$ cat config.mk
export PLATFORM = sky130hd
export DESIGN_NAME = vga_timing_generator_flat
export DESIGN_NICKNAME = d
export VERILOG_FILES = /design/src/rtl/vga_timing_generator_pkg.sv /design/src/rtl/vga_timing_generator_if.sv /design/src/rtl/vga_timing_generator_pattern_gen.sv /design/src/rtl/vga_timing_generator.sv /design/src/flat_wrapper.sv
export SDC_FILE = /design/constraint.sdc
export NUM_CORES = 1
export LEC_CHECK = 0
export ABC_AREA = 1
export BUFFER_PORTS_ARGS = -buffer_cell sky130_fd_sc_hd__clkbuf_2
export CELL_PAD_IN_SITES_DETAIL_PLACEMENT = 1
export CELL_PAD_IN_SITES_GLOBAL_PLACEMENT = 2
export CORE_UTILIZATION = 29
export DETAILED_ROUTE_END_ITERATION = 8
export GPL_TIMING_DRIVEN = 0
export PLACE_DENSITY_LB_ADDON = 0.15
export REMOVE_ABC_BUFFERS = 1
export SYNTH_ARGS = -nofsm -noshare
export SYNTH_HDL_FRONTEND = slang
export SYNTH_SLANG_ARGS = --single-unit
$ cat constraint.sdc
create_clock -name pixel_clk -period 1.7 [get_ports pixel_clk]
set_input_delay 0.51 -clock pixel_clk [delete_from_list [all_inputs] [get_ports pixel_clk]]
set_output_delay 0.51 -clock pixel_clk [all_outputs]
set_load 0.005 [all_outputs]
$ cat src/rtl/vga_timing_generator_pkg.sv
// Shared VGA timing types: packed colour, pattern selector and colour-bar palette.
// Also imported by monitor-side benches.
package vga_timing_pkg;

    typedef struct packed {
        logic [7:0] r;
        logic [7:0] g;
        logic [7:0] b;
    } rgb_t;

    typedef enum logic [1:0] {
        PAT_EXT   = 2'd0,
        PAT_BARS  = 2'd1,
        PAT_CHECK = 2'd2,
        PAT_SOLID = 2'd3
    } pattern_t;

    localparam rgb_t RGB_WHITE   = 24'hFFFFFF;
    localparam rgb_t RGB_YELLOW  = 24'hFFFF00;
    localparam rgb_t RGB_CYAN    = 24'h00FFFF;
    localparam rgb_t RGB_GREEN   = 24'h00FF00;
    localparam rgb_t RGB_MAGENTA = 24'hFF00FF;
    localparam rgb_t RGB_RED     = 24'hFF0000;
    localparam rgb_t RGB_BLUE    = 24'h0000FF;
    localparam rgb_t RGB_BLACK   = 24'h000000;

    // Bars run left to right in descending luminance.
    function automatic rgb_t bar_colour(input logic [2:0] idx);
        case (idx)
            3'd0:    return RGB_WHITE;
            3'd1:    return RGB_YELLOW;
            3'd2:    return RGB_CYAN;
            3'd3:    return RGB_GREEN;
            3'd4:    return RGB_MAGENTA;
            3'd5:    return RGB_RED;
            3'd6:    return RGB_BLUE;
            default: return RGB_BLACK;
        endcase
    endfunction

endpackage

$ cat src/rtl/vga_timing_generator_if.sv
// Pixel-side bundle of the VGA timing generator: frame control, fetch port and pin outputs.
// The generator is master; the frame source and monitor side use slave.
interface vga_timing_generator_if;

    logic        enable;
    logic [1:0]  pattern_sel;
    logic        pix_req;
    logic [10:0] pix_x;
    logic [9:0]  pix_y;
    logic [23:0] pix_rgb;
    logic [7:0]  r;
    logic [7:0]  g;
    logic [7:0]  b;
    logic        hsync;
    logic        vsync;
    logic        de;
    logic        frame_start;
    logic        busy;

    modport master (
        input  enable, pattern_sel, pix_rgb,
        output pix_req, pix_x, pix_y, r, g, b, hsync, vsync, de, frame_start, busy
    );

    modport slave (
        output enable, pattern_sel, pix_rgb,
        input  pix_req, pix_x, pix_y, r, g, b, hsync, vsync, de, frame_start, busy
    );

endinterface

$ cat src/rtl/vga_timing_generator_pattern_gen.sv
// Combinational built-in test pattern source; the parent registers the result.
// Only y[3] matters here, so just that bit is passed in.
module vga_pattern_gen
    import vga_timing_pkg::*;
#(
    parameter int unsigned HOR_ACT = 640
) (
    input  logic [10:0] x_i,
    input  logic        row_sel_i,
    input  pattern_t    pattern_i,
    output rgb_t        rgb_o
);

    localparam int unsigned BAR_W = HOR_ACT / 8;

    logic [2:0] bar_idx;

    // Bar index from compares against constant multiples; the last bar keeps the remainder.
    always_comb begin
        bar_idx = '0;
        for (int unsigned k = 1; k < 8; k++) begin
            if ({21'b0, x_i} >= k * BAR_W) begin
                bar_idx = 3'(k);
            end
        end
    end

    always_comb begin
        rgb_o = RGB_BLACK;
        case (pattern_i)
            PAT_BARS:  rgb_o = bar_colour(bar_idx);
            PAT_CHECK: rgb_o = (x_i[3] ^ row_sel_i) ? RGB_BLACK : RGB_WHITE;
            PAT_SOLID: rgb_o = RGB_WHITE;
            default:   rgb_o = RGB_BLACK;
        endcase
    end

endmodule

$ cat src/rtl/vga_timing_generator.sv
// VESA-style timing generator with a fixed-latency pixel fetch port and built-in test patterns.
// Stage 0 counters, stage 1 request/decoded timing, stage 2 pins; every pin is two cycles behind the counters.
module vga_timing_generator
    import vga_timing_pkg::*;
#(
    parameter int unsigned HOR_ACT   = 640,
    parameter int unsigned HOR_FP    = 16,
    parameter int unsigned HOR_SYNC  = 96,
    parameter int unsigned HOR_BP    = 48,
    parameter int unsigned VERT_ACT  = 480,
    parameter int unsigned VERT_FP   = 11,
    parameter int unsigned VERT_SYNC = 2,
    parameter int unsigned VERT_BP   = 31
) (
    input  logic                          pixel_clk,
    input  logic                          rst,
    vga_timing_generator_if.master        vga
);

    localparam int unsigned H_TOTAL = HOR_ACT + HOR_FP + HOR_SYNC + HOR_BP;
    localparam int unsigned V_TOTAL = VERT_ACT + VERT_FP + VERT_SYNC + VERT_BP;

    if (H_TOTAL > 2048 || V_TOTAL > 1024) begin : g_bad_timing
        $error("vga_timing_generator: H_TOTAL must be <= 2048 and V_TOTAL <= 1024");
    end

    localparam logic [10:0] H_LAST = 11'(H_TOTAL - 1);
    localparam logic [9:0]  V_LAST = 10'(V_TOTAL - 1);

    localparam logic [1:0] ST_IDLE = 2'd0;
    localparam logic [1:0] ST_RUN  = 2'd1;
    localparam logic [1:0] ST_STOP = 2'd2;

    logic [1:0]  state_q, state_d;
    logic [10:0] h_cnt_q, h_cnt_d;
    logic [9:0]  v_cnt_q, v_cnt_d;
    pattern_t    pat_q, pat_d;

    logic running, frame_first, frame_end;
    logic h_act, v_act, h_sync_zone, v_sync_zone;

    assign running     = (state_q != ST_IDLE);
    assign frame_first = running && (h_cnt_q == '0) && (v_cnt_q == '0);
    assign frame_end   = (h_cnt_q == H_LAST) && (v_cnt_q == V_LAST);

    assign h_act       = 32'(h_cnt_q) < HOR_ACT;
    assign v_act       = 32'(v_cnt_q) < VERT_ACT;
    assign h_sync_zone = (32'(h_cnt_q) >= HOR_ACT + HOR_FP) &&
                         (32'(h_cnt_q) <  HOR_ACT + HOR_FP + HOR_SYNC);
    assign v_sync_zone = (32'(v_cnt_q) >= VERT_ACT + VERT_FP) &&
                         (32'(v_cnt_q) <  VERT_ACT + VERT_FP + VERT_SYNC);

    // Dropping enable on the very last pixel goes straight to IDLE rather than running one more frame.
    always_comb begin
        state_d = state_q;
        case (state_q)
            ST_IDLE: if (vga.enable) state_d = ST_RUN;
            ST_RUN:  if (!vga.enable) state_d = frame_end ? ST_IDLE : ST_STOP;
            ST_STOP: begin
                if (vga.enable)     state_d = ST_RUN;
                else if (frame_end) state_d = ST_IDLE;
            end
            default: state_d = ST_IDLE;
        endcase
    end

    always_comb begin
        h_cnt_d = '0;
        v_cnt_d = '0;
        if (running) begin
            h_cnt_d = (h_cnt_q == H_LAST) ? '0 : h_cnt_q + 11'd1;
            v_cnt_d = v_cnt_q;
            if (h_cnt_q == H_LAST) begin
                v_cnt_d = (v_cnt_q == V_LAST) ? '0 : v_cnt_q + 10'd1;
            end
        end
    end

    // The first pixel of a frame already uses the freshly sampled selector.
    assign pat_d = frame_first ? pattern_t'(vga.pattern_sel) : pat_q;

    always_ff @(posedge pixel_clk) begin
        if (rst) begin
            state_q <= ST_IDLE;
            h_cnt_q <= '0;
            v_cnt_q <= '0;
            pat_q   <= PAT_EXT;
        end else begin
            state_q <= state_d;
            h_cnt_q <= h_cnt_d;
            v_cnt_q <= v_cnt_d;
            pat_q   <= pat_d;
        end
    end

    logic        pix_req_q, de1_q, hs1_q, vs1_q, fs1_q;
    logic [10:0] pix_x_q;
    logic [9:0]  pix_y_q;
    pattern_t    pat1_q;

    always_ff @(posedge pixel_clk) begin
        if (rst) begin
            pix_req_q <= 1'b0;
            pix_x_q   <= '0;
            pix_y_q   <= '0;
            de1_q     <= 1'b0;
            hs1_q     <= 1'b1;
            vs1_q     <= 1'b1;
            fs1_q     <= 1'b0;
            pat1_q    <= PAT_EXT;
        end else begin
            pix_req_q <= running && h_act && v_act && (pat_d == PAT_EXT);
            pix_x_q   <= h_cnt_q;
            pix_y_q   <= v_cnt_q;
            de1_q     <= running && h_act && v_act;
            hs1_q     <= !(running && h_sync_zone);
            vs1_q     <= !(running && v_sync_zone);
            fs1_q     <= frame_first;
            pat1_q    <= pat_d;
        end
    end

    rgb_t pat_rgb;

    vga_pattern_gen #(
        .HOR_ACT (HOR_ACT)
    ) u_pattern (
        .x_i       (pix_x_q),
        .row_sel_i (pix_y_q[3]),
        .pattern_i (pat1_q),
        .rgb_o     (pat_rgb)
    );

    rgb_t rgb_q;
    logic hs_q, vs_q, de_q, fs_q;

    always_ff @(posedge pixel_clk) begin
        if (rst) begin
            rgb_q <= '0;
            hs_q  <= 1'b1;
            vs_q  <= 1'b1;
            de_q  <= 1'b0;
            fs_q  <= 1'b0;
        end else begin
            if (!de1_q)                rgb_q <= '0;
            else if (pat1_q == PAT_EXT) rgb_q <= vga.pix_rgb;
            else                        rgb_q <= pat_rgb;
            hs_q <= hs1_q;
            vs_q <= vs1_q;
            de_q <= de1_q;
            fs_q <= fs1_q;
        end
    end

    assign vga.pix_req     = pix_req_q;
    assign vga.pix_x       = pix_x_q;
    assign vga.pix_y       = pix_y_q;
    assign vga.r           = rgb_q.r;
    assign vga.g           = rgb_q.g;
    assign vga.b           = rgb_q.b;
    assign vga.hsync       = hs_q;
    assign vga.vsync       = vs_q;
    assign vga.de          = de_q;
    assign vga.frame_start = fs_q;
    assign vga.busy        = running;

endmodule

$ cat src/flat_wrapper.sv
// flat-port wrapper written by rule: the top's interface ports become plain ports
module vga_timing_generator_flat import vga_timing_pkg::*;
#(
    parameter int unsigned HOR_ACT   = 640,
    parameter int unsigned HOR_FP    = 16,
    parameter int unsigned HOR_SYNC  = 96,
    parameter int unsigned HOR_BP    = 48,
    parameter int unsigned VERT_ACT  = 480,
    parameter int unsigned VERT_FP   = 11,
    parameter int unsigned VERT_SYNC = 2,
    parameter int unsigned VERT_BP   = 31
)
  (pixel_clk, rst, vga_enable, vga_pattern_sel, vga_pix_rgb, vga_pix_req, vga_pix_x, vga_pix_y, vga_r, vga_g, vga_b, vga_hsync, vga_vsync, vga_de, vga_frame_start, vga_busy);
  vga_timing_generator_if vga_i ();
  input  logic pixel_clk;
  input  logic rst;
  input wire logic [$bits(vga_i.enable)-1:0] vga_enable;
  input wire logic [$bits(vga_i.pattern_sel)-1:0] vga_pattern_sel;
  input wire logic [$bits(vga_i.pix_rgb)-1:0] vga_pix_rgb;
  output wire logic [$bits(vga_i.pix_req)-1:0] vga_pix_req;
  output wire logic [$bits(vga_i.pix_x)-1:0] vga_pix_x;
  output wire logic [$bits(vga_i.pix_y)-1:0] vga_pix_y;
  output wire logic [$bits(vga_i.r)-1:0] vga_r;
  output wire logic [$bits(vga_i.g)-1:0] vga_g;
  output wire logic [$bits(vga_i.b)-1:0] vga_b;
  output wire logic [$bits(vga_i.hsync)-1:0] vga_hsync;
  output wire logic [$bits(vga_i.vsync)-1:0] vga_vsync;
  output wire logic [$bits(vga_i.de)-1:0] vga_de;
  output wire logic [$bits(vga_i.frame_start)-1:0] vga_frame_start;
  output wire logic [$bits(vga_i.busy)-1:0] vga_busy;
  assign vga_i.enable = vga_enable;
  assign vga_i.pattern_sel = vga_pattern_sel;
  assign vga_i.pix_rgb = vga_pix_rgb;
  assign vga_pix_req = vga_i.pix_req;
  assign vga_pix_x = vga_i.pix_x;
  assign vga_pix_y = vga_i.pix_y;
  assign vga_r = vga_i.r;
  assign vga_g = vga_i.g;
  assign vga_b = vga_i.b;
  assign vga_hsync = vga_i.hsync;
  assign vga_vsync = vga_i.vsync;
  assign vga_de = vga_i.de;
  assign vga_frame_start = vga_i.frame_start;
  assign vga_busy = vga_i.busy;
  vga_timing_generator #(.HOR_ACT(HOR_ACT), .HOR_FP(HOR_FP), .HOR_SYNC(HOR_SYNC), .HOR_BP(HOR_BP), .VERT_ACT(VERT_ACT), .VERT_FP(VERT_FP), .VERT_SYNC(VERT_SYNC), .VERT_BP(VERT_BP)) u_core (.pixel_clk(pixel_clk), .rst(rst), .vga(vga_i));
endmodule
==> impl_metrics.ini <==
[clock_tree]
clock_transition_at_the_register_clock_pins_on_the_worst_setup_and_hold_paths_after_cts_ns = 0.09
tritoncts = yes
clkLatencyLatePin_ns = 0.36
cts_inserted_buffers = 9
max-clock-path-buffers = 2
numClockSinks = 79
cts_max_level = 3
post_cts.repair.setup_buffers = 0
cts_root_buffer = clkbuf_8

[logic_synthesis]
synth.top_cells.by_area = dfxtp_1 (49%), nand2_1 (12%), inv_1 (7.2%), nor2_1 (6.7%), nand3_1 (3.1%)
synth_compound_gate_area_share_pct = 6.18
synthDominantCellAreaShare_pct = 48.8
synth_seq_area_share_pct = 48.8
netlist_area_mm2 = 0.00324
synth_area_per_cell_um2 = 7.57
synth_ff_type = dfxtp_1
synth-async-reset-ratio_pct = 0
yosys.cell_count.top_type = nand2_1
yosysUniqueCellTypes = 44
synth_commonest_cells = nand2_1 (105), dfxtp_1 (79), inv_1 (62), nor2_1 (58), nand3_1 (20)
cell_type_with_the_highest_aggregate_area_in_the_netlist = dfxtp_1
post_synth_fa_ha_maj_area_fraction_pct = 1.93
synth_top_family_by_area = simple AND/OR/NAND/NOR gates
synth_cells = 428
post_synth_xor_area_fraction_pct = 1.08
synth_seq_cells = 79
synth_enable_flop_cells = 0
post_synth_mux_area_share_pct = 0
post_synth_and_or_nand_nor_area_fraction_pct = 32.1
yosysWarnings = 0

[sta]
transition_time_at_the_pin_with_the_least_slew_margin_ns = 0.669
timing.final.crit_share_pct = 94.6
period_minus_slack_ns = 1.61
setup_ws_final_ns = 0.0918
totalNegativeSetupSlack_ns = 0
timing.fmax_mhz = 622
fin_worst_skew_ns = 0.0125
timing.final.setup_violations = 0
hold_violation_total_from_the_final_report = 0
report.final.slew_viol_count = 0
timing.slew.headroom_pct = 55.4
rsz0062_at_grt = false

[power]
static-leakage-power_nw = 2.03
peakVddDrop_mv = 0.309
power.density_mw_per_mm2 = 921

[layout]
final_cell_count_no_fill = 656
diodes = 0
final_cell_area_mm2 = 0.00403
fin_nets = 545
syn2layout_area_growth_pct = 24.5
post_route_cells_drive_above_1_share_pct = 27.5

[routing]
detailed_route_via_count = 2926
drt_drc_violations_left = 0
detail_route.wirelength_um = 8280
initialDrtViolationCount = 100
detailedRoute.firstPassIterationCount = 5
postRouteAntennaNets = 0
wl_per_cell_um = 12.6
via_per_inst = 4.46

[global_route]
grt.overflow.total = 0
grt_antenna_before_repair = 0
grt_pass1_wl_um = 14000
grt_start_max_net_pins = 31
grt_pass1_vias = 2913
grt.total_usage_pct = 15.6

[worst_setup_path]
slack_of_the_worst_reg_to_reg_path_ns = 0.13
worst_r2r_endpoint = u_core.v_cnt_q[6]
timing.critical_path.cells = nor2_2, inv_2, clkbuf_2
critical-path-max-stage-delay_ns = 0.33
timing_worst_setup_path_type = flip-flop to output pin
critPathMaxFanout = 2
worst-r2r-cell-count = 9
worst_setup_path_end_kind = output pin
timing.critical_path.arrival_ns = 1.10
crit_slowest_cell = dfxtp_1
worst_setup_path_start_kind = flip-flop
r2r-start = u_core.v_cnt_q[0]
worst-endpoint-required_ns = 1.19

[min_path]
path_class_of_the_lowest_slack_min_delay_path = primary input to flip-flop
min_from = vga_enable
endpoint_worst_hold = u_core.state_q[1]
whs_path_depth = 2

[floorplanning]
placementRows = 38
die-width_um = 108
fp.dieArea_mm2 = 0.0116
core_area_mm2 = 0.0108
pin_count = 80
floorplan.initialDensity_pct = 29.9
die_h_um = 108

[place]
place_inst = 640
detailedPlace.worstSlack_ns = -0.273
final_hpwl_dp_um = 6170
place_area_mm2 = 0.00379
place.port_buffers = 79
gp_congestion = 0.775

[flow_run]
max_cap_violations = 0

[status]
run_status = finished clean
## cell usage in the layout (no fill, tap or decap), types with 7 or more instances in the layout
cell and count:
inv_2 7, nor3_1 9, nand3_1 20, nand2_1 105
inv_1 62, nand4_1 9, o21ai_0 8, clkbuf_8 9
clkbuf_2 79, nor2_2 7, dfxtp_1 75, nor2_1 53
a21oi_1 10
## cell type report
type / instances / area [um^2]
fillers: 1379 / 6810
flip-flops and latches: 79 / 1590
multi-input cells: 268 / 1370
repair buffers: 81 / 422
inverters: 72 / 274
well taps: 140 / 175
clock buffers: 9 / 124
clock inverters: 7 / 78.8
## how the worst max path moves through the flow
stage / slack, ns / to / start
CTS: 0.03 / u_core.v_cnt_q[6] / u_core.h_cnt_q[0]
detailed placement: -0.27 / u_core.v_cnt_q[6] / rst
finish: 0.09 / vga_busy / u_core.state_q[0]
global route: 0.003 / u_core.v_cnt_q[6] / u_core.v_cnt_q[0]
floorplan: 0.18 / u_core.vga.b[0] / rst
global placement: -0.97 / u_core.vga.b[6] / rst
## worst max-delay path, delay by kind of cell, from the launching register on
family                 cells  cell delay, ns
AND/OR/NAND/NOR            1            0.22
buffers and inverters      2            0.18
flip-flops                 1            0.33
## sequential cells by signal, indices dropped and copies added, names as in the netlist, 2 cells and up
signal / flops
u_core.h_cnt_q: 11
u_core.pat_q: 2
u_core.state_q: 2
u_core.v_cnt_q: 10
u_core.vga.b: 8
u_core.vga.g: 8
u_core.vga.pix_x: 11
u_core.vga.pix_y: 10
u_core.vga.r: 8
## power breakdown
part	switching [mW]	leakage, nW	total [mW]	internal (mW)
combinational	0.201	1.29	0.330	0.129
sequential	0.0188	0.641	1.91	1.89
clock	0.778	0.0982	1.47	0.696
total	0.998	2.03	3.71	2.72
## metrics by stage
| stage | power, mW | hold WS (ns) | util (%) |
|---|---|---|---|
| final | 3.71 | 0.327 | 37.2 |
| after floorplan | 2.14 | 0.388 | - |
| after global placement | 2.27 | 0.394 | 34.7 |
| after detailed placement | 2.29 | 0.399 | 35.0 |
| after global routing | 3.92 | 0.327 | 37.2 |
| after CTS | 3.78 | 0.312 | 36.9 |
## logic make-up (layout without fill, tap and decap cells)
logic type	count (synthesis)	in the layout
and+or+nand+nor	227	227
buffers and inverters	81	169
DFF	79	79
AOI/OAI and AO/OA	32	32
adders and majority gates	5	5
xor gates and xnor gates	4	4
## layer usage
metal | track usage (%) | vias up | wire length [um]
met3 | 2.91 | 12 | 357
met1 | 19.9 | 1360 | 3970
met4 | 7.05 | 0 | 155
met5 | 0 | - | 0
li1 | - | 1486 | -
met2 | 25.6 | 68 | 3800
## what timing repair did
action                     in CTS  in global routing
cloned                          0                  0
pin swaps                       0                  3
gates resized for setup         1                  9
setup endpoints to repair       1                  5
hold buffers                    0                  0
(Power assumes the default switching activity.)
